[src/rtl/quadra_out_buf.sv]
// rtl/quadra_out_buf.sv - elastic output buffer with credit stall and drop accounting
module quadra_out_buf #(
    parameter int DW       = 16,
    parameter int DEPTH    = 8,
    parameter int PIPE_LAT = 3
) (
    input  logic                       clk,
    input  logic                       rst,
    input  logic [DW-1:0]              y_in,
    input  logic                       y_in_dv,
    output logic [DW-1:0]              m_data,
    output logic                       m_valid,
    input  logic                       m_ready,
    output logic                       x_stall,
    output logic [$clog2(DEPTH):0]     level,
    output logic                       ovf,
    output logic [7:0]                 drop_cnt,
    input  logic                       ovf_clr
);
    localparam int AW = $clog2(DEPTH);
    localparam int PW = AW + 1;
    localparam logic [PW-1:0] ONE      = PW'(1);
    localparam logic [PW-1:0] FULL_LVL = PW'(DEPTH);
    localparam logic [PW-1:0] STALL_TH = PW'(DEPTH - PIPE_LAT - 1);

    logic [DW-1:0] mem_q [DEPTH];
    logic [PW-1:0] wr_ptr_q, wr_ptr_d;
    logic [PW-1:0] rd_ptr_q, rd_ptr_d;
    logic [PW-1:0] level_q, level_d;
    logic          x_stall_q;
    logic          ovf_q, ovf_d;
    logic [7:0]    drop_cnt_q, drop_cnt_d;

    logic push, pop, full, accept, drop;

    assign full    = (level_q == FULL_LVL);
    assign m_valid = (level_q != '0);
    assign pop     = m_valid & m_ready;
    assign push    = y_in_dv;
    // A full buffer still accepts when the same edge pops, since that frees the slot.
    assign accept  = push & (~full | pop);
    assign drop    = push & full & ~pop;

    // Gate the head so stale or never-written entries do not leak out while empty.
    assign m_data   = m_valid ? mem_q[rd_ptr_q[AW-1:0]] : '0;
    assign level    = level_q;
    assign x_stall  = x_stall_q;
    assign ovf      = ovf_q;
    assign drop_cnt = drop_cnt_q;

    // Next-state for pointers, occupancy and drop accounting.
    always_comb begin
        wr_ptr_d   = wr_ptr_q;
        rd_ptr_d   = rd_ptr_q;
        level_d    = level_q;
        ovf_d      = ovf_q;
        drop_cnt_d = drop_cnt_q;
        if (accept) wr_ptr_d = wr_ptr_q + ONE;
        if (pop)    rd_ptr_d = rd_ptr_q + ONE;
        if (accept && !pop)      level_d = level_q + ONE;
        else if (!accept && pop) level_d = level_q - ONE;
        // A drop on the same edge as a clear wins and restarts the count at one.
        if (drop) begin
            ovf_d = 1'b1;
            if (ovf_clr)                  drop_cnt_d = 8'd1;
            else if (drop_cnt_q != 8'hFF) drop_cnt_d = drop_cnt_q + 8'd1;
        end else if (ovf_clr) begin
            ovf_d      = 1'b0;
            drop_cnt_d = 8'd0;
        end
    end

    // Control state; the stall threshold is one lower to cover this register's delay.
    always_ff @(posedge clk) begin
        if (rst) begin
            wr_ptr_q   <= '0;
            rd_ptr_q   <= '0;
            level_q    <= '0;
            x_stall_q  <= 1'b0;
            ovf_q      <= 1'b0;
            drop_cnt_q <= 8'd0;
        end else begin
            wr_ptr_q   <= wr_ptr_d;
            rd_ptr_q   <= rd_ptr_d;
            level_q    <= level_d;
            x_stall_q  <= (level_d >= STALL_TH);
            ovf_q      <= ovf_d;
            drop_cnt_q <= drop_cnt_d;
        end
    end

    // Storage array; written only for accepted beats so y_in is ignored while dv is low.
    always_ff @(posedge clk) begin
        if (!rst && accept) mem_q[wr_ptr_q[AW-1:0]] <= y_in;
    end
endmodule

[config.mk]
export PLATFORM = sky130hd
export DESIGN_NAME = quadra_out_buf
export DESIGN_NICKNAME = d
export VERILOG_FILES = /design/src/rtl/quadra_out_buf.sv
export SDC_FILE = /design/constraint.sdc
export NUM_CORES = 1
export LEC_CHECK = 0
export CELL_PAD_IN_SITES_DETAIL_PLACEMENT = 2
export CELL_PAD_IN_SITES_GLOBAL_PLACEMENT = 2
export CORE_MARGIN = 3
export CORE_UTILIZATION = 43
export DETAILED_ROUTE_END_ITERATION = 10
export HOLD_SLACK_MARGIN = 0.02
export MAX_ROUTING_LAYER = met4
export PLACE_DENSITY = 0.77
export SETUP_SLACK_MARGIN = 0.02
export SYNTH_ARGS = -nofsm -noshare
export SYNTH_HDL_FRONTEND = slang
export SYNTH_SLANG_ARGS = --single-unit
[constraint.sdc]
create_clock -name clk -period 4.4 [get_ports clk]
set_input_delay 0.44 -clock clk [delete_from_list [all_inputs] [get_ports clk]]
set_output_delay 0.44 -clock clk [all_outputs]
set_load 0.02 [all_outputs]
==> results.txt, run 1 <==
postcts setup bufs = 0
via count = 3,557
# port buffers = 51
M1 GR Usage = 30.2%
most frequent cells in the layout = edfxtp_1 (128), clkdlybuf4s50_1 (51), mux4_2 (32)
count of cell types in the netlist = 49
Yosys top cell area share = 63.1%
Leak = 2.35 nW
Num CTS Buffers = 17
most common cell after layout, fill and taps aside = edfxtp_1
reg2reg path depth = 6
reg2reg setup slack = 1.29 ns
CP arrival = 3.07 ns
syn nets = 376
Critical Path RT = 3.96 ns
global-route wire length before repair = 26.7 mm
Worst Hold Class = reg2reg
gr usage total = 23.8%
Final period util = 79.8%
Final Net Count = 443
final wirelength = 17.0 mm
share of cells above drive strength 1 = 21.2%
Max Fclk = 285 MHz
vias in the first global route = 4,038
Final Hold Fails = 0
synth top area cells = edfxtp_1 (63%), mux4_2 (12%), dfxtp_1 (7.6%), mux2i_1 (2.8%), nor2_1 (1.8%)
area leader, netlist = edfxtp_1
Worst IR Drop VDD = 0.336 mV
grt met3 use = 4.78%
Hold Startpoint = ovf
CTS Root Buffer Type = clkbuf_16
deepest clock path buffer count = 2
Initial Utilization = 44.9%
CTS tree = built
post-synthesis cell count = 350
global routing usage on met2 = 39.1%
I/O pin cnt = 52
EDFF count, synth = 128
Mapped Area = 6090 sq um
routed vias/inst = 5.87
Worst slew margin = 23.4%
die area = 15,600 sq um
post-cts resize count = 0
Detailed Place HPWL = 10.1 mm
die height = 125 microns
Hold Path End = ovf
Worst Path Max Fanout = 19
Skew-Pair Late Insertion Delay = 0.42 ns
drt pass-1 iters = 4
CTS clock-pin slew for the worst setup and hold paths = 0.06 ns
Rows = 42
Layout area overhead = 22.6%
Least-Margin Pin Slew = 1.14 ns
antenna cell count = 0
initial antenna violation count = 0
Crit Path Class = reg2out
Die X = 125 microns
P per Cell Area = 563 nW/um^2
# DRC = 0
initial DRC count = 305
clk_skew = 0.0118 ns
RSZ-0062 raised after global routing = false
max_cap viols = 0
sequential share of the synthesized area = 70.7%
H-tree depth = 4
hold slack = 0.478 ns
outcome = finished, final reports clean
largest net degree at the start of global routing = 33
CP Launch Type = register
routed len/inst = 28.1 microns
clock sinks = 151
reg2reg end = mem_q[1][2]
asr flop ratio synth = 0%
number of synthesized register bits = 151
Max Slew Vio Count = 0
CP endpoint kind = primary output
GR peak layer = met2
ANT nets after route = 0
# fillers = 1,210
Min-Delay Path Depth = 2
Fin Setup TNS = 0 ns
Setup-failing EPs final = 0
fin crit period = 3.51 ns
Core Area = 13,600 sq um
global placement routability congestion = 0.769
Synth Warn # = 0
Hold-fix buffers, CTS = 0
syn_area_per_cell = 17.4 sq um
total congestion overflow = 0
Most used DFF post-synth = edfxtp_1
total power = 4.20 mW
## critical path, stage by stage (launching register included)
cell	delay [ns]
dfxtp_1	0.38
inv_1	0.13
ha_1	0.36
nor3b_4	0.96
nor2_1	0.19
clkdlybuf4s50_1	0.62
## power breakdown
part           leakage [nW]  internal [mW]  switching [mW]
Clock                 0.283          0.859           0.567
Combinational         0.723          0.512           0.579
Sequential             1.34           1.60          0.0815
Total                  2.35           2.97            1.23
## registers in the layout (all words and copies together) (netlist names), named ones only
name	count
ovf	1
mem_q	128
drop_cnt	8
rd_ptr_q	3
x_stall	1
wr_ptr_q	3
level	3
## synthesized netlist by cell type (2+ instances only)
master	count
or3_1	2
mux2i_1	17
dfxtp_1	23
a21oi_1	13
edfxtp_1	128
nand2b_1	2
nor4b_1	5
o41ai_1	2
clkbuf_1	8
or2_2	3
xor2_1	3
nor4bb_1	2
nor4_1	4
inv_1	4
nand3_1	7
nand2_1	14
a211oi_1	2
buf_2	10
mux4_2	32
or4_1	2
o21ai_0	2
a2111oi_0	2
nor3_1	3
nor2b_1	3
ha_1	5
nor2_1	29
## layer usage
metal  share of wire (%)  vias to the layer above
li1                    -                     1538
met1                  42                     1890
met2                  52                      106
met3                 3.9                       23
met4                 1.5                        0
met5                   0                        -
## layout make-up
cell class	count	area, sq um	share of cell area (%)
Tap cell	176	220	2.95
Sequential cell	151	4310	57.7
Multi-Input combinational cell	175	1720	23.0
Timing Repair Buffer	67	631	8.45
Clock inverter	10	105	1.41
Inverter	5	18.8	0.251
Clock buffer	22	464	6.22
## cell families (layout without fill, tap and decap cells)
group | count (synthesis) | count (layout) | share of synthesized area (%)
fa+ha+maj | 5 | 5 | 1.03
compound gates | 31 | 31 | 3.58
buf+inv | 24 | 104 | 1.68
flops | 151 | 151 | 70.7
simple gates | 86 | 86 | 7.83
xor+xnor | 4 | 4 | 0.575
mux | 49 | 49 | 14.6
## worst max path at each step
stage	startpoint	endpoint	slack, ns	depth (start not counted)
after global routing	register	m_data[1]	0.71	5
after detailed placement	m_ready	mem_q[1][15]	1.14	5
after global placement	register	m_data[9]	1.36	5
final	register	m_data[1]	0.89	5
after floorplan	level[0]	mem_q[2][0]	0.71	6
after CTS	level[0]	m_data[1]	0.83	5
## stage by stage
step | cells | setup WS, ns | area [sq um] | utilization, %
5_1_grt | 606 | 0.712 | 7460 | 55.1
4_1_cts | 606 | 0.833 | 7460 | 55.1
6_report | 606 | 0.888 | 7460 | 55.1
2_1_floorplan | 350 | 0.709 | 6090 | -
3_5_place_dp | 574 | 1.14 | 6900 | 50.9
3_3_place_gp | 574 | 1.36 | 6900 | 50.9
No activity file was read; power rests on OpenSTA's default activity.
==> run 2, diff against run 1 <==
clock period = 3.6 ns   (was 4.4 ns; I/O delays follow)
==> run 2 against run 1 <==
Effect of this change: first-iteration DRC count is 9.2% lower; non-clock buffer count up 6; wire length shrank 0.43%; setup slack got worse by 0.30 ns; sequential power rose by 20%; total power up 23%; sequential cell count stayed put.
==> results.txt, run 2 (same netlist as run 1, synthesis figures left out) <==
global-route wire length before repair = 26.3 mm
reg2reg end = mem_q[1][15]
gr usage total = 23.8%
deepest clock path buffer count = 2
global placement routability congestion = 0.775
clock share of power = 34.2%
Layout area overhead = 23.5%
initial antenna violation count = 0
Final Cell Area = 7520 sq um
most common cell after layout, fill and taps aside = edfxtp_1
initial DRC count = 277
Core Area = 13,600 sq um
Critical Path RT = 3.72 ns
# port buffers = 51
CP endpoint kind = register
clock sinks = 151
net load switching power = 1.56 mW
Worst IR Drop VDD = 0.361 mV
Final period util = 83.6%
total power = 5.18 mW
Worst slew margin = 21.4%
Setup-failing EPs final = 0
Max Slew Vio Count = 0
Detailed Place HPWL = 10.9 mm
Sw Ratio = 30.1%
CTS tree = built
Rows = 42
routed vias/inst = 5.81
Post-Place Cell Area = 6940 sq um
I/O pin cnt = 52
vias in the first global route = 4,106
Fin Setup TNS = 0 ns
antenna cell count = 0
Hold-fix buffers, CTS = 0
CP arrival = 3.13 ns
Leak = 2.36 nW
Die X = 125 microns
Worst Hold Class = reg2reg
Reg power frac = 38.9%
Final Net Count = 449
max reg flops = 128
RSZ-0062 raised after global routing = false
Num CTS Buffers = 17
die height = 125 microns
most frequent cells in the layout = edfxtp_1 (128), clkdlybuf4s50_1 (51), mux4_2 (32)
outcome = finished, final reports clean
final wirelength = 17.0 mm
die area = 15,600 sq um
Initial Utilization = 44.9%
Least-Margin Pin Slew = 1.17 ns
H-tree depth = 4
CTS Root Buffer Type = clkbuf_16
Hold Startpoint = ovf
P per Cell Area = 689 nW/um^2
reg2reg path depth = 6
ANT nets after route = 0
share of cells above drive strength 1 = 23.2%
Final Hold Fails = 0
CP Launch Type = register
post-cts resize count = 0
CTS clock-pin slew for the worst setup and hold paths = 0.06 ns
# DRC = 0
total congestion overflow = 0
Worst Path Max Fanout = 10
max_cap viols = 0
via count = 3,556
routed len/inst = 27.7 microns
clk_skew = 0.00814 ns
Hold Path End = ovf
Internal = 3.62 mW
Skew-Pair Late Insertion Delay = 0.43 ns
Gate power share = 26.9%
drt pass-1 iters = 4
fin crit period = 3.01 ns
Max Fclk = 332 MHz
Min-Delay Path Depth = 2
postcts setup bufs = 0
Crit Path Class = reg2reg
reg2reg setup slack = 0.59 ns
largest net degree at the start of global routing = 33
run 2: cell count changes in the layout (fill, tap and decap cells not counted), moves of 2 or more:
cell and delta:
clkbuf_1 -3, clkinv_2 -2, buf_4 +6, clkbuf_8 -2, clkinvlp_4 +7
run 2: area by class of cell:
class / count / area [sq um]
fillers: 1176 / 6040
flip-flops and latches: 151 / 4310
multi-input cells: 175 / 1720
repair buffers: 73 / 676
clock buffers: 17 / 425
well taps: 176 / 220
clock inverters: 15 / 155
inverters: 5 / 18.8
run 2: stage by stage:
stage	hold WS, ns	worst slack, ns	util [%]	std cells
floorplan	0.454	-0.0912	-	350
global placement	0.470	0.984	51.2	580
detailed placement	0.481	0.676	51.2	580
CTS	0.489	0.556	55.5	612
global route	0.525	0.338	55.5	612
finish	0.490	0.589	55.5	612
run 2: critical path, stage by stage (launching register included):
cell	delay, ns
dfxtp_1	0.44
inv_1	0.12
ha_1	0.29
or4bb_1	0.30
nand3_1	0.24
nor4_2	0.94
buf_4	0.38
run 2: worst max path at each step:
stage               slack [ns]  cells past startpoint            to
floorplan                -0.09                      6   mem_q[2][0]
global placement          0.98                      5  mem_q[1][15]
detailed placement        0.68                      6  mem_q[1][15]
CTS                       0.56                      6  mem_q[1][15]
global route              0.34                      6  mem_q[1][15]
finish                    0.59                      6  mem_q[1][15]
run 2: power groups by stage:
| stage | Sequential [mW] | Combinational, mW | Clock (mW) |
|---|---|---|---|
| finish | 2.02 | 1.39 | 1.77 |
| global route | 2.02 | 1.50 | 1.87 |
| CTS | 2.02 | 1.42 | 1.79 |
| detailed placement | 2.05 | 1.41 | 0 |
| global placement | 2.04 | 1.34 | 0 |
| floorplan | 2.05 | 0.840 | 0 |
run 2: per-layer routing:
layer	global-route usage [%]	part of all wire (%)	vias up
met1	28.1	40	1890
met2	40.3	53	92
li1	-	-	1542
met4	9.31	2.6	0
met3	4.73	3.6	32
met5	-	0	-
==> run 3, diff against run 2 <==
CORE_UTILIZATION = 39   (was 43)
PLACE_DENSITY = 0.74   (was 0.77)
clock period = 2.5 ns   (was 3.6 ns; I/O delays follow)
==> run 3 against run 2 <==
Effect of this change: via count down 3.9%; sequential power is 45% higher; clock-buffer cell count grew 1; wire length is 14% lower; clock skew decreased by 0.0020 ns; cell area is 1.3% higher; global-route usage shrank 4.8 points; final cell count increased by 5.1%.
==> results.txt, run 3 (same netlist as run 1, synthesis figures left out) <==
Crit-path slowest cell = mux4_2
Die X = 131 microns
Final period util = 93.7%
P per Cell Area = 941 nW/um^2
Initial Utilization = 39.9%
total congestion overflow = 0
Max Slew Vio Count = 0
vias in the first global route = 3,927
drt pass-1 iters = 4
# port buffers = 51
Internal = 5.04 mW
CP endpoint kind = primary output
Worst IR Drop VDD = 0.531 mV
Leak = 2.41 nW
I/O pin cnt = 52
Gate power share = 27.9%
ANT nets after route = 0
Detailed Place HPWL = 9.22 mm
via count = 3,418
Least-Margin Pin Slew = 0.587 ns
Skew-Pair Late Insertion Delay = 0.42 ns
# fillers = 1,389
final setup margin = 0.159 ns
CP arrival = 2.09 ns
Post-Place Cell Area = 7050 sq um
RSZ-0062 raised after global routing = false
clock sinks = 151
routed len/inst = 22.7 microns
most common cell after layout, fill and taps aside = edfxtp_1
# DRC = 0
pre-CTS setup slack = 0.221 ns
CP Launch Type = register
global placement routability congestion = 0.744
Num CTS Buffers = 17
routed vias/inst = 5.32
antenna cell count = 0
clk_skew = 0.00613 ns
Critical Path RT = 2.25 ns
Max Fclk = 427 MHz
fin crit period = 2.34 ns
Reg power frac = 40.8%
Worst Path Max Fanout = 8
Setup-failing EPs final = 0
max reg flops = 128
deepest clock path buffer count = 2
delay-heaviest family, CP = multiplexers
die area = 17,100 sq um
outcome = finished, final reports clean
initial antenna violation count = 0
postcts setup bufs = 0
Layout area overhead = 25.1%
Sw Ratio = 29.8%
Critical Path Max Stage Delay = 0.51 ns
CP cell instances = clkbuf_16, mux4_2, mux2i_1, nor2_1, dlygate4sd2_1
H-tree depth = 4
die height = 131 microns
Worst Hold Class = reg2reg
final wirelength = 14.6 mm
CTS tree = built
max_cap viols = 0
global-route wire length before repair = 22.9 mm
Final Cell Area = 7620 sq um
initial DRC count = 245
gr usage total = 19.0%
most frequent cells in the layout = edfxtp_1 (128), clkdlybuf4s50_1 (34), mux4_2 (32)
largest net degree at the start of global routing = 33
Rows = 45
CTS clock-pin slew for the worst setup and hold paths = 0.06 ns
clock share of power = 31.3%
Crit Path Class = reg2out
Worst slew margin = 60.8%
share of cells above drive strength 1 = 23.1%
Final Hold Fails = 0
CTS Root Buffer Type = clkbuf_16
net load switching power = 2.13 mW
CP Buf/Inv Count = 2
Core Area = 15,300 sq um
Final Net Count = 446
## run 3: cell types whose count changed in the layout (fill, tap and decap cells not counted), moves of 4 or more
| cell | previous run | this run |
|---|---|---|
| clkdlybuf4s50_1 | 51 | 34 |
| clkinv_2 | 2 | 6 |
| nor4b_2 | 4 | 0 |
| nor4b_4 | 0 | 4 |
| buf_12 | 0 | 5 |
| buf_4 | 22 | 12 |
| dlygate4sd2_1 | 0 | 17 |
## run 3: path summary, 6_finish.rpt
path,startpoint,endpoint,slack (ns),cells past startpoint
max,register,m_data[5],0.16,5
max reg2reg,level[0],mem_q[7][15],0.28,6
min reg2reg,ovf,ovf,0.49,2
min,ovf,ovf,0.49,2
## run 3: metrics by stage
stage	power, mW	TNS [ns]	std cells	utilization, %	hold slack [ns]
finish	7.17	0	643	49.9	0.487
global route	7.53	0	643	49.9	0.528
global placement	4.92	0	610	46.2	0.463
detailed placement	4.99	0	610	46.2	0.476
floorplan	4.17	-2.36	350	-	0.349
CTS	7.24	0	642	49.7	0.490
## run 3: power by group through the flow
stage	combinational [mW]	sequential [mW]	clock, mW
finish	2.00	2.93	2.24
global route	2.18	2.94	2.40
CTS	2.02	2.92	2.31
detailed placement	2.03	2.96	0
global placement	1.98	2.95	0
floorplan	1.22	2.95	0
## run 3: worst min-delay path: stages (launching register included)
cell and delay, ns:
dfxtp_1 0.31, nand2b_1 0.07, a21oi_1 0.06
## run 3: final cells by class
class	count	area [sq um]	share of cell area [%]
multi-input combinational	175	1780	23.3
sequential	151	4310	56.6
timing repair buffer	70	732	9.61
tap	211	264	3.47
clock buffer	18	429	5.63
clock inverter	13	85.1	1.12
inverter	5	18.8	0.246
## run 3: timing repair
action | in CTS | in global routing
hold endpoints to repair | 0 | 0
hold buffers | 0 | 0
resized for setup | 22 | 1
endpoints found under the setup margin | 17 | 6
cloned | 1 | 1
## run 3: routing by layer
layer  GRT usage [%]  share of wire (%)  vias up
met2            31.6                 52       62
met4            5.08                1.1        0
met1            23.1                 44     1799
li1                -                  -     1541
met5               -                  0        -
met3            5.00                3.3       16
